## src/rtl/mem_arb_pkg.sv

```systemverilog
// Shared types and constants for the unified-memory arbiter.
package mem_arb_pkg;

    localparam int unsigned ADDR_W      = 16;
    localparam int unsigned DATA_W      = 16;
    localparam int unsigned CNT_W       = 4;
    localparam int unsigned MEM_LAT_MIN = 1;
    localparam int unsigned MEM_LAT_MAX = 15;

    typedef enum logic [1:0] {
        IDLE = 2'b00,
        DATA = 2'b01,
        INST = 2'b10
    } state_e;

    typedef enum logic {
        OWN_DATA = 1'b0,
        OWN_INST = 1'b1
    } owner_e;

    typedef struct packed {
        logic              wr;
        logic [ADDR_W-1:0] addr;
        logic [DATA_W-1:0] wdata;
    } mem_cmd_t;

    // Counter preload for a given latency, clamped into the legal range.
    function automatic logic [CNT_W-1:0] lat_load(input int unsigned lat);
        int unsigned l;
        l = lat;
        if (l < MEM_LAT_MIN) l = MEM_LAT_MIN;
        if (l > MEM_LAT_MAX) l = MEM_LAT_MAX;
        return CNT_W'(l - 1);
    endfunction

endpackage

```

## src/rtl/mem_arb_cnt.sv

```systemverilog
// Access-latency down-counter: loads at grant, counts down while busy, flags zero.
module mem_arb_cnt
    import mem_arb_pkg::*;
(
    input  logic             clk,
    input  logic             rst,
    input  logic             load_i,
    input  logic [CNT_W-1:0] load_val_i,
    input  logic             dec_i,
    output logic             zero_o
);

    logic [CNT_W-1:0] cnt_q;
    logic [CNT_W-1:0] cnt_d;

    // Saturate at zero; the FSM leaves the busy state on that edge anyway.
    always_comb begin
        cnt_d = cnt_q;
        if (load_i) begin
            cnt_d = load_val_i;
        end else if (dec_i && (cnt_q != '0)) begin
            cnt_d = cnt_q - CNT_W'(1);
        end
    end

    always_ff @(posedge clk) begin
        if (rst) begin
            cnt_q <= '0;
        end else begin
            cnt_q <= cnt_d;
        end
    end

    assign zero_o = (cnt_q == '0);

endmodule

```

## src/rtl/mem_arbiter.sv

```systemverilog
// Arbitrates instruction fetch and data accesses onto one single-ported memory.
// Optional round-robin tie-break when MEM_ARB_RR_EN is defined (default: data wins).
module mem_arbiter
    import mem_arb_pkg::*;
#(
    parameter int unsigned MEM_LAT = 2
) (
    input  logic              clk,
    input  logic              rst,
    input  logic              if_req,
    input  logic [ADDR_W-1:0] if_addr,
    output logic [DATA_W-1:0] if_rdata,
    output logic              if_done,
    output logic              if_stall,
    input  logic              dm_req,
    input  logic              dm_wr,
    input  logic [ADDR_W-1:0] dm_addr,
    input  logic [DATA_W-1:0] dm_wdata,
    output logic [DATA_W-1:0] dm_rdata,
    output logic              dm_done,
    output logic              dm_stall,
    input  logic              halt,
    output logic              m_en,
    output logic              m_wr,
    output logic [ADDR_W-1:0] m_addr,
    output logic [DATA_W-1:0] m_wdata,
    input  logic [DATA_W-1:0] m_rdata
);

    state_e   state_q;
    state_e   state_d;
    mem_cmd_t cmd_q;
    mem_cmd_t cmd_d;
    logic     grant_dm;
    logic     grant_if;
    logic     cnt_zero;

`ifdef MEM_ARB_RR_EN
    owner_e   last_q;
    owner_e   last_d;
`endif

    // Grant decision; only taken in IDLE, halt masks fetches.
    always_comb begin
        grant_dm = 1'b0;
        grant_if = 1'b0;
        if (state_q == IDLE) begin
`ifdef MEM_ARB_RR_EN
            if (dm_req && if_req && !halt) begin
                grant_dm = (last_q == OWN_INST);
                grant_if = (last_q == OWN_DATA);
            end else begin
                grant_dm = dm_req;
                grant_if = if_req && !halt && !dm_req;
            end
`else
            grant_dm = dm_req;
            grant_if = if_req && !halt && !dm_req;
`endif
        end
    end

    always_ff @(posedge clk) begin
        if (rst) begin
            state_q <= IDLE;
        end else begin
            state_q <= state_d;
        end
    end

    always_comb begin
        state_d = state_q;
        case (state_q)
            IDLE: begin
                if (grant_dm) begin
                    state_d = DATA;
                end else if (grant_if) begin
                    state_d = INST;
                end
            end
            DATA, INST: begin
                if (cnt_zero) begin
                    state_d = IDLE;
                end
            end
            default: state_d = IDLE;
        endcase
    end

    // Winner's command is captured at grant and held for the whole access.
    always_comb begin
        cmd_d = cmd_q;
        if (grant_dm) begin
            cmd_d = '{wr: dm_wr, addr: dm_addr, wdata: dm_wdata};
        end else if (grant_if) begin
            cmd_d = '{wr: 1'b0, addr: if_addr, wdata: '0};
        end
    end

    always_ff @(posedge clk) begin
        if (rst) begin
            cmd_q <= '0;
        end else begin
            cmd_q <= cmd_d;
        end
    end

`ifdef MEM_ARB_RR_EN
    always_comb begin
        last_d = last_q;
        if (grant_dm) begin
            last_d = OWN_DATA;
        end else if (grant_if) begin
            last_d = OWN_INST;
        end
    end

    always_ff @(posedge clk) begin
        if (rst) begin
            last_q <= OWN_INST;
        end else begin
            last_q <= last_d;
        end
    end
`endif

    mem_arb_cnt u_cnt (
        .clk        (clk),
        .rst        (rst),
        .load_i     (grant_dm || grant_if),
        .load_val_i (lat_load(MEM_LAT)),
        .dec_i      (state_q != IDLE),
        .zero_o     (cnt_zero)
    );

    always_comb begin
        m_en     = 1'b0;
        m_wr     = 1'b0;
        m_addr   = cmd_q.addr;
        m_wdata  = cmd_q.wdata;
        if_done  = 1'b0;
        dm_done  = 1'b0;
        if_rdata = '0;
        dm_rdata = '0;
        case (state_q)
            DATA: begin
                m_en    = 1'b1;
                m_wr    = cmd_q.wr;
                dm_done = cnt_zero;
                if (cnt_zero) begin
                    dm_rdata = m_rdata;
                end
            end
            INST: begin
                m_en    = 1'b1;
                m_wr    = cmd_q.wr;
                if_done = cnt_zero;
                if (cnt_zero) begin
                    if_rdata = m_rdata;
                end
            end
            default: ;
        endcase
        if_stall = if_req && !if_done;
        dm_stall = dm_req && !dm_done;
    end

endmodule
```

## config.mk

```make
export PLATFORM = sky130hd
export DESIGN_NAME = mem_arbiter
export DESIGN_NICKNAME = d
export VERILOG_FILES = /design/src/rtl/mem_arb_pkg.sv /design/src/rtl/mem_arb_cnt.sv /design/src/rtl/mem_arbiter.sv
export SDC_FILE = /design/constraint.sdc
export NUM_CORES = 1
export LEC_CHECK = 0
export CORE_MARGIN = 1.5
export CORE_UTILIZATION = 38
export DETAILED_ROUTE_END_ITERATION = 12
export GPL_ROUTABILITY_DRIVEN = 0
export GPL_TIMING_DRIVEN = 0
export PLACE_DENSITY = 0.93
export SYNTH_ARGS = -nofsm -noshare
export SYNTH_HDL_FRONTEND = slang
export SYNTH_SLANG_ARGS = --single-unit
```

## constraint.sdc

```tcl
create_clock -name clk -period 2.11 [get_ports clk]
set_input_delay 0.211 -clock clk [delete_from_list [all_inputs] [get_ports clk]]
set_output_delay 0.211 -clock clk [all_outputs]
set_load 0.02 [all_outputs]
```

Word-level counts from Yosys, hierarchy flattened

Index checks and enable logic that the tools add are counted.

Output and inout port bits: 70
Flip-flop bits (word level): 39
Input bits: 70

Equal/unequal tests: 4
Multiplexer cells: 17
Add/sub/neg operators: 1
Reductions and logical operators: 19

Operators by type and width:

| cell                                                  | number |
|---|---|
| two-way mux 33 bit                                    | 2 |
| two-way mux 16 bit                                    | 3 |
| two-way mux 1 bit                                     | 8 |
| two-way mux 2 bit                                     | 3 |
| nonzero test 2 bit                                    | 3 |
| logical AND 1 bit                                     | 5 |
| zero test 1 bit                                       | 4 |
| zero test 4 bit                                       | 1 |
| case mux 2 bit (2 select lines)                       | 1 |
| nonzero test 4 bit                                    | 1 |
| OR reduction 2 bit                                    | 2 |
| subtractor 4 x 1 -> 4 bit, second input constant      | 1 |
| inequality test 3 bit, second input constant          | 1 |
| equality test 2 x 1 -> 1 bit, second input constant   | 1 |
| equality test 2 bit, second input constant            | 1 |
| zero test 2 bit                                       | 1 |
| inequality test 2 x 1 -> 1 bit, second input constant | 1 |
| AND reduction 2 bit                                   | 1 |
| logical OR 1 bit                                      | 1 |

Logic depth before layout (Yosys ltp)

Word-level depth: 7
Depth in mapped cells: 7
Depth with buffers taken out: 5

Hierarchy

From an unflattened synthesis, not the netlist that was laid out.

Cells, all modules: 253
Area, all modules: 2358.5 um2

By module, submodules not included:

| module      | seq. area each (um2) | area each (um2) | times used | cells each |
|---|---|---|---|---|
| mem_arbiter | 700.7                | 2095.8          | 1          | 224 |
| mem_arb_cnt | 80.1                 | 262.8           | 1          | 29 |

Worst setup path before layout

No wires, ideal clock.

Path kind: register to output
From: register u_cnt.cnt_q[0]
To: output dm_stall
Path slack: 416 ps
Data required time: 1899 ps
Path buffers: 1
Cell stages (with the launch flop): 7
Data arrival time: 1483 ps
Cells stage by stage: dfxtp_1 > inv_1 > ha_1 > nor3b_1 > buf_2 > and2_1 > nor2b_1

Longest elaborated chain between the ends: 4

Ends and longest elaborated chain:

| element                | RTL line           | RTL |
|---|---|---|
| from (decl)            | mem_arb_cnt.sv:13  | `logic [CNT_W-1:0] cnt_q;` |
| from (signal assigned) | mem_arb_cnt.sv:30  | `cnt_q <= cnt_d;` |
| zero test 4 bit        | mem_arb_cnt.sv:34  | `assign zero_o = (cnt_q == '0);` |
| two-way mux 1 bit      | mem_arbiter.sv:145 | `case (state_q)` |
| net dm_done            | mem_arbiter.sv:20  | `output logic dm_done,` |
| zero test 1 bit        | mem_arbiter.sv:165 | `dm_stall = dm_req && !dm_done;` |
| logical AND 1 bit      | mem_arbiter.sv:165 |  |
| to (decl)              | mem_arbiter.sv:21  | `output logic dm_stall,` |

The timed path passes the listed nets, and every way through them passes these cells.

Worst setup path in the final report

From: register u_cnt.cnt_q[0]
To: output dm_rdata[14]

Longest elaborated chain between the ends: 3

Ends and longest elaborated chain:

| element            | RTL line           | RTL |
|---|---|---|
| zero test 4 bit    | mem_arb_cnt.sv:34  |  |
| two-way mux 16 bit | mem_arbiter.sv:150 | `if (cnt_zero) begin` |
| two-way mux 16 bit | mem_arbiter.sv:145 |  |
| to (decl)          | mem_arbiter.sv:19  | `output logic [DATA_W-1:0] dm_rdata,` |

No other way between the ends.

==> impl_metrics.json <==
{
  "required_ps": 1900,
  "vdd_ir_drop_max_mv": 0.509,
  "avgSynthCellArea_sq_um": 9.44,
  "multi_input_area_sq_mm": 0.00119,
  "startpoint": "u_cnt.cnt_q[0]",
  "fin_crit_sh": 0.966,
  "antenna_found_initial": 0,
  "track_usage": 0.217,
  "dpl.hpwl_um": 5540,
  "syn_nets": 323,
  "vias": 2447,
  "drc_errors": 0,
  "end_kind": "output port",
  "path_clk_slew_ps": 80,
  "wl_um": 7400,
  "htree_levels": 2,
  "cts_tree": "done",
  "synth_ff_type": "dfxtp_1",
  "die_x_um": 81.5,
  "fin_ws_ps": 71.8,
  "synth_edf_count": 0,
  "layout_commonest_cell": "clkdlybuf4s50_1",
  "yosys_warnings": 0,
  "fin_cells": 472,
  "insertion_delay_ps": 290,
  "worst_pin_slew_ps": 692,
  "synth-seq-cells": 39,
  "dp.cells": 462,
  "most-common-layout-cells": "clkdlybuf4s50_1 (102), buf_4 (41), dfxtp_1 (38), and3_1 (32), buf_2 (30)",
  "viasPerCell": 5.18,
  "std_cell_rows": 28,
  "drt-initial-drc-count": 131,
  "critPathMaxFanout": 10,
  "setup_viol": 0,
  "drv_slew": 0,
  "core_area_sq_mm": 0.00592,
  "r2r_start": "state_q[0]",
  "area_growth_pct": 64.5,
  "ant_nets": 0,
  "cellPowerDensity_mw_per_mm2": 743,
  "antennaDiodeCount": 0,
  "syn_area_sq_mm": 0.00234,
  "grt_pass1_vias": 2448,
  "ios": 140,
  "max_freq_mhz": 491,
  "critPathArrivalTime_ps": 1830,
  "drive_gt1_frac": 0.272,
  "dieArea_sq_mm": 0.00664,
  "grt_max_degree": 13,
  "fillers": 536,
  "min_period_ps": 2040,
  "first_pass_iters": 4,
  "startpoint_type": "register",
  "seq_area_frac_synth": 0.334,
  "dieHeight_um": 81.5,
  "hp-class": "reg -> reg",
  "grt_pass1_wl_um": 11200,
  "clock_sink_count": 39,
  "pre_cts_slack_ps": -335,
  "worstSetupPathType": "reg -> out",
  "relSlewSlack": 0.539,
  "status": "finished, final reports clean",
  "fin_worst_skew_ps": 5.40,
  "clk_path_buf_depth": 2,
  "numCtsBuffers": 5,
  "port_buffers": 139,
  "nets": 471,
  "synth-async-reset-ratio": 0,
  "p_leak_uw": 0.00184,
  "post_drt_wl_per_cell_um": 15.7,
  "min-delay-start": "m_wdata[15]",
  "cts_root_buf": "clkbuf_8",
  "synthCells": 248,
  "ys_types": 38,
  "finalHoldViolCount": 0,
  "maxCapViolations": 0,
  "grt_overflow_total": 0,
  "rsz0062_at_grt": "true",
  "start_util": 0.395,
  "regArea_sq_um": 782
}
through the flow:
step           hold WS, ps  area (sq um)   util  setup TNS, ps  power, uW
3_3_place_gp           451          3830  0.646          -6740       2160
6_report               473          3850  0.650              0       2860
5_1_grt                492          3850  0.650          -43.5       3000
2_1_floorplan          344          2340      -              0       1680
4_1_cts                481          3990  0.674              0       2860
3_5_place_dp           459          3830  0.646          -8450       2210
registers in the layout, indices dropped and copies added (netlist names):
register	count
m_addr	16
m_wdata	16
u_cnt.cnt_q	4
state_q	2
cmd_q	1
worst max-delay path: stages, from the launching register on:
cell,delay (ps)
dfxtp_2,330
inv_1,90
ha_2,210
nor3b_4,220
buf_6,160
buf_6,130
and3_1,150
clkdlybuf4s15_2,250
cells in the mapped netlist, drive strengths merged, types with 5 or more instances:
library cell / count / area, sq um
nor2: 19 / 73.8
clkbuf: 7 / 26.3
nor3: 19 / 95.1
and3: 32 / 200
mux2i: 17 / 170
ha: 5 / 62.6
a2111oi: 16 / 203
a22o: 17 / 149
buf: 44 / 340
inv: 5 / 18.8
dfxtp: 39 / 781
timing repair:
action | 4_1_cts | 5_1_grt
resized for setup | 113 | 38
hold buffers | 0 | 0
endpoints found under the setup margin | 36 | 35
buffers inserted | 1 | 1
layout make-up:
type | instances | share of cell area
inverter | 5 | 0.00487
clock inverter | 2 | 0.00910
sequential | 39 | 0.203
tap | 75 | 0.0244
buffer | 51 | 0.101
multi-input combinational | 153 | 0.309
timing repair buffer | 141 | 0.327
clock buffer | 6 | 0.0214
kinds of logic (layout without fill, tap and decap cells):
family	after synthesis	in the layout	synth area share
simple gates	89	89	0.216
buf+inv	56	205	0.165
compound gates	42	42	0.187
flops	39	39	0.334
mux	17	17	0.0727
fa+ha+maj	5	5	0.0267
where the power goes:
part           switching, uW  leakage [uW]  internal, uW
clock                    258     0.0000612           383
combinational            638       0.00145           675
sequential              72.2      0.000322           834
path summary, 6_finish.rpt:
kind | cells past startpoint | slack, ps | to
min | 1 | 470 | m_wdata[15]
max reg2reg | 6 | 320 | u_cnt.cnt_q[1]
max | 7 | 70 | dm_rdata[14]
min reg2reg | 1 | 470 | m_wdata[15]
layer usage:
metal	wire length, um	part of all wire	vias to the layer above	GRT usage
li1	-	-	1169	-
met1	2770	0.37	1172	0.228
met3	495	0.067	13	0.0467
met2	4030	0.55	93	0.428
met5	0	0	-	0
met4	99	0.013	0	0.0603
(Power assumes the default switching activity.)
